## config.mk

```make
export PLATFORM = sky130hd
export DESIGN_NAME = bram1_arbiter
export DESIGN_NICKNAME = d
export VERILOG_FILES = /design/src/rtl/bram1_arbiter.sv
export SDC_FILE = /design/constraint.sdc
export NUM_CORES = 1
export LEC_CHECK = 0
export CAP_MARGIN = 20
export CELL_PAD_IN_SITES_DETAIL_PLACEMENT = 1
export CELL_PAD_IN_SITES_GLOBAL_PLACEMENT = 2
export CORE_ASPECT_RATIO = 1.2
export CORE_UTILIZATION = 26
export CTS_CLUSTER_SIZE = 12
export DETAILED_ROUTE_END_ITERATION = 8
export HOLD_SLACK_MARGIN = 0.12
export PLACE_DENSITY_LB_ADDON = 0.2
export SLEW_MARGIN = 40
export SYNTH_ARGS = -nofsm -noshare
export SYNTH_HDL_FRONTEND = slang
export SYNTH_SLANG_ARGS = --single-unit
```

## constraint.sdc

```tcl
create_clock -name CLK -period 1.85 [get_ports CLK]
set_input_delay 0.4625 -clock CLK [delete_from_list [all_inputs] [get_ports CLK]]
set_output_delay 0.4625 -clock CLK [all_outputs]
set_load 0.02 [all_outputs]
```

## src/rtl/bram1_arbiter.sv

```systemverilog
// -----------------------------------------------------------------------------
// bram1_arbiter
//
// Shares one single-port BRAM between two request/response clients.
// At most one request is granted per cycle. Writes complete in the grant
// cycle and produce no response. Reads are tracked by a tag pipeline that
// matches the BRAM read latency (1 + PIPELINED cycles). When a tag leaves the
// pipeline, BRAM_DO is captured into that client's 2-entry response FIFO.
//
// Each client has a read credit of 2 minus its reads in flight minus its
// buffered responses. A read is only eligible while credit is non-zero, so a
// capture always finds room in the FIFO. Credit is computed from registered
// state only. As a result, a slot freed by a pop can be granted the next cycle
// at the earliest.
//
// Arbitration is round-robin: the pointer names the favoured client and flips
// to the other client after every grant. If BRAM1_ARB_FIXED_PRIO_EN is defined,
// client 0 always wins a tie instead, and the pointer is not built.
//
// Parameters
//   ADDR_WIDTH  BRAM address width
//   DATA_WIDTH  BRAM data width
//   PIPELINED   0: 1-cycle BRAM read latency, 1: 2-cycle
//
// Ports
//   CLK, RST               clock; synchronous active-high reset
//   REQn_VALID/READY       request handshake, client n in {0,1}
//   REQn_WE/ADDR/DI        request: 1 = write, address, write data
//   RSPn_VALID/READY/DO    read response handshake and data (FIFO head)
//   BRAM_EN/WE/ADDR/DI     BRAM controls, combinational from the granted request
//   BRAM_DO                BRAM read data
//
// Compile-time option: BRAM1_ARB_FIXED_PRIO_EN (fixed priority, client 0 wins)
// -----------------------------------------------------------------------------
module bram1_arbiter #(
  parameter int ADDR_WIDTH = 1,
  parameter int DATA_WIDTH = 1,
  parameter int PIPELINED  = 0
) (
  input  logic                  CLK,
  input  logic                  RST,

  input  logic                  REQ0_VALID,
  output logic                  REQ0_READY,
  input  logic                  REQ0_WE,
  input  logic [ADDR_WIDTH-1:0] REQ0_ADDR,
  input  logic [DATA_WIDTH-1:0] REQ0_DI,
  output logic                  RSP0_VALID,
  input  logic                  RSP0_READY,
  output logic [DATA_WIDTH-1:0] RSP0_DO,

  input  logic                  REQ1_VALID,
  output logic                  REQ1_READY,
  input  logic                  REQ1_WE,
  input  logic [ADDR_WIDTH-1:0] REQ1_ADDR,
  input  logic [DATA_WIDTH-1:0] REQ1_DI,
  output logic                  RSP1_VALID,
  input  logic                  RSP1_READY,
  output logic [DATA_WIDTH-1:0] RSP1_DO,

  output logic                  BRAM_EN,
  output logic                  BRAM_WE,
  output logic [ADDR_WIDTH-1:0] BRAM_ADDR,
  output logic [DATA_WIDTH-1:0] BRAM_DI,
  input  logic [DATA_WIDTH-1:0] BRAM_DO
);

  localparam int DEPTH = 1 + PIPELINED;

  typedef struct packed {
    logic vld;
    logic id;
  } tag_t;

  // Client signals gathered into arrays so both clients share one description.
  logic [1:0]            req_valid;
  logic [1:0]            req_we;
  logic [1:0]            rsp_ready;
  logic [1:0]            rsp_valid;
  logic [ADDR_WIDTH-1:0] req_addr   [2];
  logic [DATA_WIDTH-1:0] req_di     [2];
  logic [DATA_WIDTH-1:0] rsp_do     [2];
  logic [1:0]            fifo_count [2];
  logic [1:0]            inflight   [2];
  logic [1:0]            credit     [2];
  logic [1:0]            elig;
  logic                  any_gnt;
  logic                  gnt_id;
  tag_t                  tag_q      [DEPTH];
  tag_t                  tag_out;

  assign req_valid   = {REQ1_VALID, REQ0_VALID};
  assign req_we      = {REQ1_WE, REQ0_WE};
  assign rsp_ready   = {RSP1_READY, RSP0_READY};
  assign req_addr[0] = REQ0_ADDR;
  assign req_addr[1] = REQ1_ADDR;
  assign req_di[0]   = REQ0_DI;
  assign req_di[1]   = REQ1_DI;

  // Count the reads in flight for each client.
  // NOTE: every output of a combinational block gets a default value first.
  // Without it, a path that skips an assignment infers a latch.
  always_comb begin
    inflight[0] = '0;
    inflight[1] = '0;
    for (int i = 0; i < DEPTH; i++) begin
      for (int n = 0; n < 2; n++) begin
        inflight[n] = inflight[n] +
                      ((tag_q[i].vld && (tag_q[i].id == 1'(n))) ? 2'd1 : 2'd0);
      end
    end
  end

  // A write is always eligible. A read needs a free response slot.
  // Reset masks every grant.
  for (genvar n = 0; n < 2; n++) begin : g_elig
    assign credit[n] = 2'd2 - inflight[n] - fifo_count[n];
    assign elig[n]   = req_valid[n] & (req_we[n] | (credit[n] != 2'd0)) & ~RST;
  end

  assign any_gnt = |elig;

`ifdef BRAM1_ARB_FIXED_PRIO_EN
  // Client 0 wins whenever it is eligible.
  assign gnt_id = ~elig[0];
`else
  // Round-robin pointer: names the client favoured on a tie.
  logic rr_ptr;

  assign gnt_id = (&elig) ? rr_ptr : elig[1];

  always_ff @(posedge CLK) begin
    if (RST) begin
      rr_ptr <= 1'b0;
    end else if (any_gnt) begin
      rr_ptr <= ~gnt_id;
    end
  end
`endif

  assign REQ0_READY = any_gnt & ~gnt_id;
  assign REQ1_READY = any_gnt &  gnt_id;

  assign BRAM_EN   = any_gnt;
  assign BRAM_WE   = any_gnt & req_we[gnt_id];
  assign BRAM_ADDR = req_addr[gnt_id];
  assign BRAM_DI   = req_di[gnt_id];

  // Tag pipeline. It mirrors the BRAM read latency, so the last stage names
  // the client whose data is on BRAM_DO this cycle.
  // NOTE: state registers use non-blocking assignments. Each stage then takes
  // the value its predecessor held before the edge, not the one just written.
  always_ff @(posedge CLK) begin
    if (RST) begin
      for (int i = 0; i < DEPTH; i++) begin
        tag_q[i] <= '0;
      end
    end else begin
      tag_q[0] <= tag_t'{vld: any_gnt & ~req_we[gnt_id], id: gnt_id};
      for (int i = 1; i < DEPTH; i++) begin
        tag_q[i] <= tag_q[i-1];
      end
    end
  end

  assign tag_out = tag_q[DEPTH-1];

  // Per-client 2-entry response FIFOs.
  for (genvar n = 0; n < 2; n++) begin : g_rsp
    logic [DATA_WIDTH-1:0] mem [2];
    logic                  wr_ptr;
    logic                  rd_ptr;
    logic [1:0]            count;
    logic                  push;
    logic                  pop;

    assign push = tag_out.vld && (tag_out.id == 1'(n)) && !RST;
    assign pop  = rsp_valid[n] && rsp_ready[n];

    always_ff @(posedge CLK) begin
      if (RST) begin
        wr_ptr <= 1'b0;
        rd_ptr <= 1'b0;
        count  <= 2'd0;
      end else begin
        if (push) wr_ptr <= ~wr_ptr;
        if (pop)  rd_ptr <= ~rd_ptr;
        count <= count + {1'b0, push} - {1'b0, pop};
      end
    end

    // When the FIFO is full, wr_ptr equals rd_ptr. A push with a pop in the
    // same cycle then overwrites the slot being popped, and the new data
    // lands behind the remaining entry, so order is kept.
    // NOTE: the storage has no reset. The count qualifies every entry,
    // so the stale contents after reset are never observed.
    always_ff @(posedge CLK) begin
      if (push) begin
        mem[wr_ptr] <= BRAM_DO;
      end
    end

    assign fifo_count[n] = count;
    assign rsp_valid[n]  = (count != 2'd0) && !RST;
    assign rsp_do[n]     = mem[rd_ptr];
  end

  assign RSP0_VALID = rsp_valid[0];
  assign RSP1_VALID = rsp_valid[1];
  assign RSP0_DO    = rsp_do[0];
  assign RSP1_DO    = rsp_do[1];

endmodule

```

; Yosys cells after proc, flatten, opt, wreduce, memory -nomap -nowiden
; Memory sizes are Yosys's and may differ from the RTL's. A register that Yosys moved wholly into a read port is not among the register bits.
; Index checks and enable logic that the tools add are counted.
; W data, S select, Z words.
[totals]
reg_bits = 9
latch_bits = 0
mem_bits_rw = 6
romBits = 0
out_inout_bits = 10
wordCells = 79
mem_count = 3
[op_classes]
n_addsub = 8
mul = 0
div_mod_pow = 0
order_cmp = 2
eq_ne = 0
shift = 0
muxes = 24
bitwise_logic = 19
n_reduce_logical = 16
[memory_table]
columns = name, depth, width, rd, rd_ports_with_merged_regs, write_ports, line
row1 = g_rsp[0].mem, 2, 1, 1, 1, 1, 170  ; logic [DATA_WIDTH-1:0] mem [2];
row2 = g_rsp[1].mem, 2, 1, 1, 1, 1, 170
row3 = tag_q, 1, 2, 1, 0, 1, 89  ; tag_t tag_q [DEPTH];
[op_table]
columns = cell, count
row1 = $mux W1, 23
row2 = $and A1 B1 Y1, 8
row3 = $logic_and A1 B1 Y1, 8
row4 = $not A1 Y1, 8
row5 = $reduce_bool A2 Y1, 4
row6 = $add A2 B1 Y2, 2
row7 = $reduce_or A2 Y1, 2
row8 = $sub A2 B1 Y2, 2
row9 = $sub A2 B1 Y2 const A, 2
row10 = $sub A2 B2 Y2, 2
row11 = $ge A2 B2 Y1 const B, 1
row12 = $lt A1 B2 Y1 const B, 1
row13 = $mux W2, 1
row14 = $not A1 Y2, 1
row15 = $or A1 B1 Y1, 2
row16 = $reduce_and A2 Y1, 1
row17 = $logic_not A1 Y1, 1

; Depth between registers and ports, before layout
; An unclocked memory read counts as a cell.
[logic_depth]
word_depth = 17
depth_mapped = 7

; Worst setup path after synthesis
; OpenSTA, ideal clock, no wires.
[synth_timing]
path_type = register to output
startpoint = register g_rsp[1].count[0]
endpoint = output port BRAM_WE
arrival_ps = 1555
path_slack_ps = -167
stages_incl_launch_ff = 7
n_path_buf = 0
cell_sequence = dfxtp_1 -> inv_1 -> ha_1 -> o311a_4 -> o21ai_4 -> inv_2 -> a32o_1
[synth_between]
elab_chain_len = 10
[synth_lines]
columns = item, line
row1 = start: declaration, 173  ; logic [1:0] count;
row2 = start signal: assignment, 188  ; count <= count + {1'b0, push} - {1'b0, pop};
row3 = $sub A2 B2 Y2 *, 117  ; assign credit[n] = 2'd2 - inflight[n] - fifo_count[n];
row4 = $reduce_bool A2 Y1 *, 118  ; assign elig[n] = req_valid[n] & (req_we[n] | (credit[n] != 2'd0)) & ~RST;
row5 = $or A1 B1 Y1 *, 118
row6 = $and A1 B1 Y1 * (2 in a row), 118
row7 = $reduce_and A2 Y1, 130  ; assign gnt_id = (&elig) ? rr_ptr : elig[1];
row8 = $mux W1, 130
row9 = $mux W1 (not written as such) (2 in a row), 145  ; assign BRAM_WE = any_gnt & req_we[gnt_id];
row10 = $and A1 B1 Y1 *, 145
row11 = end: declaration, 62  ; output logic BRAM_WE,
; Every way passes the cells marked *; elsewhere a longest branch is shown, timed or not. The select of a mux whose other input is x is not followed.

; Worst setup path after layout
[layout_timing]
startpoint = memory tag_q[0][1] (netlist name)
endpoint = output port BRAM_DI
[layout_between]
elab_chain_len = 15
[layout_lines]
columns = item, line
row1 = start: declaration, 89
row2 = $mem_v2 Z1 W2 *, -
row3 = $logic_and A1 B1 Y1, -
row4 = $mux W1, 109  ; ((tag_q[i].vld && (tag_q[i].id == 1'(n))) ? 2'd1 : 2'd0);
row5 = $sub A2 B1 Y2, 117
row6 = $sub A2 B2 Y2, 117
row7 = $reduce_bool A2 Y1, 118
row8 = $or A1 B1 Y1, 118
row9 = $and A1 B1 Y1 (2 in a row), 118
row10 = $reduce_and A2 Y1, 130
row11 = $mux W1 *, 130
row12 = $not A1 Y2 (not written as such) *, 147  ; assign BRAM_DI = req_di[gnt_id];
row13 = $mux W1 (not written as such) * (3 in a row), 147
row14 = end: declaration, 64  ; output logic [DATA_WIDTH-1:0] BRAM_DI,
; Marked as above.

==> flow_summary_export.csv <==
group,metric,value,unit
placed_design,gp_congestion,0.703,
final_layout,diodes,0,
final_layout,layout_common_cells,"buf_4 (18), nor2_1 (12), dfxtp_1 (11), clkdlybuf4s50_1 (11), inv_1 (9)",
die,rows,22,
power_and_ir_drop,vdd_drop_max,0.387,mV
synthesis,ys_ff_latch,17,
critical_path,worstPathCellList,"nand2_1 -> ha_2 -> xor2_2 -> o311a_4 -> o21ai_4 -> mux2_4 -> buf_6",
die,die_w,54.9,µm
routing,ant_nets,0,
synthesis,syn_inst,83,
sta,grt_setup_unrepaired,"yes",
sta,max_slew_margin,80.0,%
power_and_ir_drop,pwr-share-seq,48.4,%
placed_design,placed_area,0.00126,mm²
sta,max_slew.worst_pin.slew,300,ps
sta,fmax,413,MHz
synthesis,synth.avg_cell_area,10.5,µm²
synthesis,synth.net_count,102,
min_path,holdCritStartpoint,"g_rsp[1].rd_ptr",
grt,grt_max_degree,13,
cts,cts_tree,"yes",
synthesis,synth_top_cell_by_area,"dfxtp_1",
cts,cts_buffers,3,
critical_path,critPathLaunchType,"register",
final_layout,nNetsFinal,148,
critical_path,end_kind,"primary output",
placed_design,dp.cells,156,
grt,grt_pass1_wl,3380,µm
sta,fin_ws,-569,ps
power_and_ir_drop,power.internal,0.619,mW
power_and_ir_drop,p_clk_share,23.1,%
min_path,hold_path_depth,2,
cts,clock_sinks,17,
sta,fin_skew,3.09,ps
sta,setup_violations,6,
final_layout,post-route-util,43.7,%
die,start_util,27.8,%
synthesis,synth_top_area_share,29.8,%
critical_path,cpLargestDelayFamily,"compound AO/OA/AOI/OAI gates",
critical_path,cpMaxStageDelayCell,"dfxtp_2",
critical_path,crit_type,"reg2out",
routing,drc,0,
critical_path,crit-reg2reg-launch,"g_rsp[1].count[1]",
placed_design,place_hpwl,1480,µm
power_and_ir_drop,swShare,26.9,%
run,maxCapViolCount,0,
die,die_h,65.4,µm
routing,drtIter0Drc,5,
grt,overflow,0,
run_status,violations,"negative setup slack",
min_path,worstHoldPathType,"reg2reg",
sta,post-route-period-util,131,%
final_layout,finalInstanceArea,0.00137,mm²
die,ios,23,
critical_path,ff2ff_setup_slack,170,ps
critical_path,reg2reg_to,"g_rsp[1].count[1]",
critical_path,r2r_cells,8,
cts,cts_buffer_depth,2,
synthesis,synth_area,872,µm²
power_and_ir_drop,switchingPower,0.227,mW
critical_path,cp.required,1390,ps
die,core-area,0.00314,mm²
synthesis,yosys-top-cells-area,"dfxtp_1 (30%), edfxtp_1 (14%), ha_1 (8.6%)",
critical_path,cp_max_fo,4,
placed_design,io_buffer_count,22,
sta,finalSetupTns,-2970,ps
cts,cts_max_level,1,
die,dieArea,0.00359,mm²
run_status,status,"finished, violations left",
cts,cts_root_buf,"clkbuf_4",
final_layout,final_common_cell,"buf_4",
routing,routed_wl,1900,µm
synthesis,ys_warn_count,0,
power_and_ir_drop,p_leak,0.623,nW
routing,wl_per_cell,11.6,µm
grt,first_global_vias,801,
synthesis,synth-seq-area-share,43.6,%
synthesis,ys_types,27,
final_layout,final_cells,164,
critical_path,critPathBufInv,1,
critical_path,worstPathArrival,1960,ps
final_layout,drive_above_1_share,40.6,%
routing,drt-vias-per-instance,4.32,
power_and_ir_drop,combPwrFrac,28.5,%
sta,hold_viol,0,
sta,maxSlewViolCount,0,
critical_path,slowest_delay,370,ps
grt,antenna_found_initial,0,
cts,hold_buffers,0,
power_and_ir_drop,power.density,618,mW/mm²
grt,track_usage,13.2,%
sta,post-route-min-period,2420,ps
final_layout,areaGrowthSynthToFinish,57.1,%
cts,clock_latency,280,ps
routing,vias,709,
routing,firstDrtPassIters,4,
cts,path_clk_slew,100,ps
==> what timing repair did <==
item	4_1_cts	5_1_grt
buffers inserted	0	5
pin swaps	3	3
endpoints found under the setup margin	14	9
gates resized for setup	56	6
==> power groups by stage <==
stage	registers, mW	logic (mW)	clock network (mW)
final	0.410	0.241	0.195
after detailed placement	0.416	0.215	0
after floorplan	0.417	0.111	0
after CTS	0.410	0.231	0.207
after global placement	0.416	0.212	0
after global routing	0.413	0.266	0.225
==> metal layers <==
layer | up-vias | wire length, µm | global-route usage, %
met5 | - | 0 | 0
met4 | 0 | 20 | 5.77
met3 | 2 | 91 | 2.78
met2 | 17 | 1020 | 22.4
met1 | 330 | 771 | 15.1
li1 | 360 | - | -
==> cell usage after synthesis <==
library cell / n
nor2_1: 12
o31ai_4: 1
nor3_1: 1
ha_1: 6
mux2_2: 2
nand3_1: 1
nor2b_1: 2
mux2_4: 2
nand2b_1: 2
xor2_1: 4
o21ba_2: 2
dfxtp_1: 13
a32o_1: 1
and2_1: 2
edfxtp_1: 4
xnor2_1: 6
o311a_4: 1
o2bb2ai_1: 1
or2_2: 1
a21oi_1: 1
and2b_1: 1
o221a_2: 1
nand2_1: 3
inv_2: 1
inv_1: 10
clkbuf_1: 1
o21ai_4: 1
==> logic make-up after synthesis <==
family	Yosys count	synth area share [%]
AO/OA/AOI/OAI	9	13.1
XOR/XNOR	10	10.0
adder cells (fa/ha/maj)	6	8.61
buffers and inverters	12	5.16
flip-flops	17	43.6
multiplexers	4	6.03
AND/OR/NAND/NOR	25	13.5
==> how the worst max path moves through the flow <==
stage                     start   endpoint  cells after the start
floorplan           tag_q[0][1]    BRAM_WE                      6
global placement            RST  BRAM_ADDR                      6
detailed placement          RST    BRAM_DI                      6
CTS                 tag_q[0][0]  BRAM_ADDR                      7
global route        tag_q[0][1]  BRAM_ADDR                      7
finish              tag_q[0][1]    BRAM_DI                      7
==> tightest hold or removal path, stage by stage (launching register included) <==
cell and delay, ps:
dfxtp_1 330, xnor2_1 80, nor2_1 80
==> through the flow <==
step	hold slack, ps	setup slack (ps)	total power [mW]
6_report	524	-569	0.847
4_1_cts	531	-622	0.848
3_3_place_gp	496	-894	0.628
3_5_place_dp	507	-928	0.631
5_1_grt	566	-660	0.904
2_1_floorplan	481	-137	0.528
==> final cells by class <==
type	count	area, µm²
Clock buffer	4	26.3
Fill cell	394	1770
Inverter	11	41.3
Multi-Input combinational cell	54	492
Sequential cell	17	383
Tap cell	36	45.0
Timing Repair Buffer	42	383
Note: power is estimated with default switching activity, not from simulation.
==> patch: new RTL, same settings <==
Add a define of `BRAM1_ARB_FIXED_PRIO_EN`.
--- a/src/rtl/bram1_arbiter.sv
+++ b/src/rtl/bram1_arbiter.sv
@@ -33,4 +33,6 @@
 // Compile-time option: BRAM1_ARB_FIXED_PRIO_EN (fixed priority, client 0 wins)
 // -----------------------------------------------------------------------------
+`define BRAM1_ARB_FIXED_PRIO_EN
+
 module bram1_arbiter #(
   parameter int ADDR_WIDTH = 1,
Function: changed (Yosys sat finds a counterexample within 4 cycles, from zero or initial values and one cycle with RST high).
==> patch against the original RTL <==
- the flow still finishes with violations (negative setup slack)
- sequential cell count is 1 lower
- setup slack gained 76 ps
- critical path type unchanged
- largest cell class unchanged
- synthesized area is 5.2% lower
- design area increased by 5.6%
- first-iteration DRC count grew to 2.8 times the old value
- fmax up 3.3%
- synthesized cell count increased by 3.6%
- power is 1.2% lower
- register-to-register slack lost 170 ps
- via count up 5.8%
- clock skew decreased by 1.7 ps
- highest routed layer unchanged
- wire length grew 7.9%
==> patch: results (changes against the original RTL) <==
<table>
<tr><th>Metric</th><th>Value</th></tr>
<tr><th colspan="2">Timing</th></tr>
<tr><td>Setup slack of the critical path after layout</td><td>-492 ps (+76.3 ps)</td></tr>
<tr><td>Clock skew</td><td>1.41 ps (-1.68 ps)</td></tr>
<tr><td>Final TNS setup</td><td>-2610 ps (+363 ps)</td></tr>
<tr><td>Worst hold slack after final layout</td><td>541 ps (+16.7 ps)</td></tr>
<tr><td>Final-report setup violation count</td><td>6 (unchanged)</td></tr>
<tr><th colspan="2">Setup path</th></tr>
<tr><td>Worst flop-to-flop path endpoint</td><td>g_rsp[0].count[1]$_SDFF_PP0_</td></tr>
<tr><td>Destination of the critical timing path</td><td>BRAM_ADDR</td></tr>
<tr><td>RR Startpoint</td><td>tag_q[0][1]$_SDFF_PP0_</td></tr>
<tr><th colspan="2">Outcome</th></tr>
<tr><td>Violations in the final reports</td><td>negative setup slack</td></tr>
<tr><td>Outcome</td><td>complete, but fails checks</td></tr>
<tr><th colspan="2">Placement</th></tr>
<tr><td>Placed Cells</td><td>163 (+4.5%)</td></tr>
<tr><td>Final estimated routing congestion in global placement</td><td>0.632 (-10%)</td></tr>
<tr><td>Placement-stage worst setup slack</td><td>-872 ps (+55.5 ps)</td></tr>
<tr><th colspan="2">GRT</th></tr>
<tr><td>Largest net degree at the start of global routing</td><td>10 (-3)</td></tr>
<tr><td>Vias in the first global route</td><td>879 (+9.7%)</td></tr>
<tr><td>GRT Resource Usage Total</td><td>0.148 (+0.0165)</td></tr>
<tr><th colspan="2">Finish</th></tr>
<tr><td>Non-Filler Instances</td><td>170 (+3.7%)</td></tr>
<tr><td>Share of cells above drive strength 1</td><td>0.455 (+0.0490)</td></tr>
<tr><th colspan="2">Synthesis</th></tr>
<tr><td>Part of the Yosys area used for sequential elements</td><td>0.436 (-0.000451)</td></tr>
<tr><td>Synth area leaders</td><td>sky130_fd_sc_hd__dfxtp_1 29%, sky130_fd_sc_hd__edfxtp_1 15%, sky130_fd_sc_hd__ha_1 9.1%</td></tr>
<tr><th colspan="2">Drt</th></tr>
<tr><td>Detailed Routing Iterations Pass 1</td><td>6 (+2)</td></tr>
<tr><td>Routed wl met2</td><td>1220 um (+20%)</td></tr>
<tr><th colspan="2">CTS</th></tr>
<tr><td># resized after CTS</td><td>72 (+29%)</td></tr>
<tr><th colspan="2">Pwr</th></tr>
<tr><td>Net switching fraction of the power</td><td>0.274 (+0.00575)</td></tr>
<tr><td>Comb power</td><td>0.000269 W (+12%)</td></tr>
</table>
patch: layout make-up:
cell class                      count  share of cell area
Clock inverter                      1             0.00260
Multi-Input combinational cell     56               0.381
Inverter                           12              0.0329
Sequential cell                    16               0.251
Timing Repair Buffer               46               0.285
Tap cell                           36              0.0311
Clock buffer                        3              0.0156
patch: critical path, cell delays in order, from the launching register on:
cell and delay [ps]:
sky130_fd_sc_hd__dfxtp_2 350, sky130_fd_sc_hd__buf_6 90, sky130_fd_sc_hd__nand2b_4 50, sky130_fd_sc_hd__ha_4 160
sky130_fd_sc_hd__xor2_2 150, sky130_fd_sc_hd__o311a_4 350, sky130_fd_sc_hd__mux2_4 310, sky130_fd_sc_hd__buf_6 130
patch: through the flow:
| step | util | total power (W) |
|---|---|---|
| floorplan | - | 0.000500 |
| global placement | 0.412 | 0.000605 |
| detailed placement | 0.412 | 0.000614 |
| CTS | 0.464 | 0.000839 |
| global route | 0.473 | 0.000887 |
| finish | 0.473 | 0.000836 |
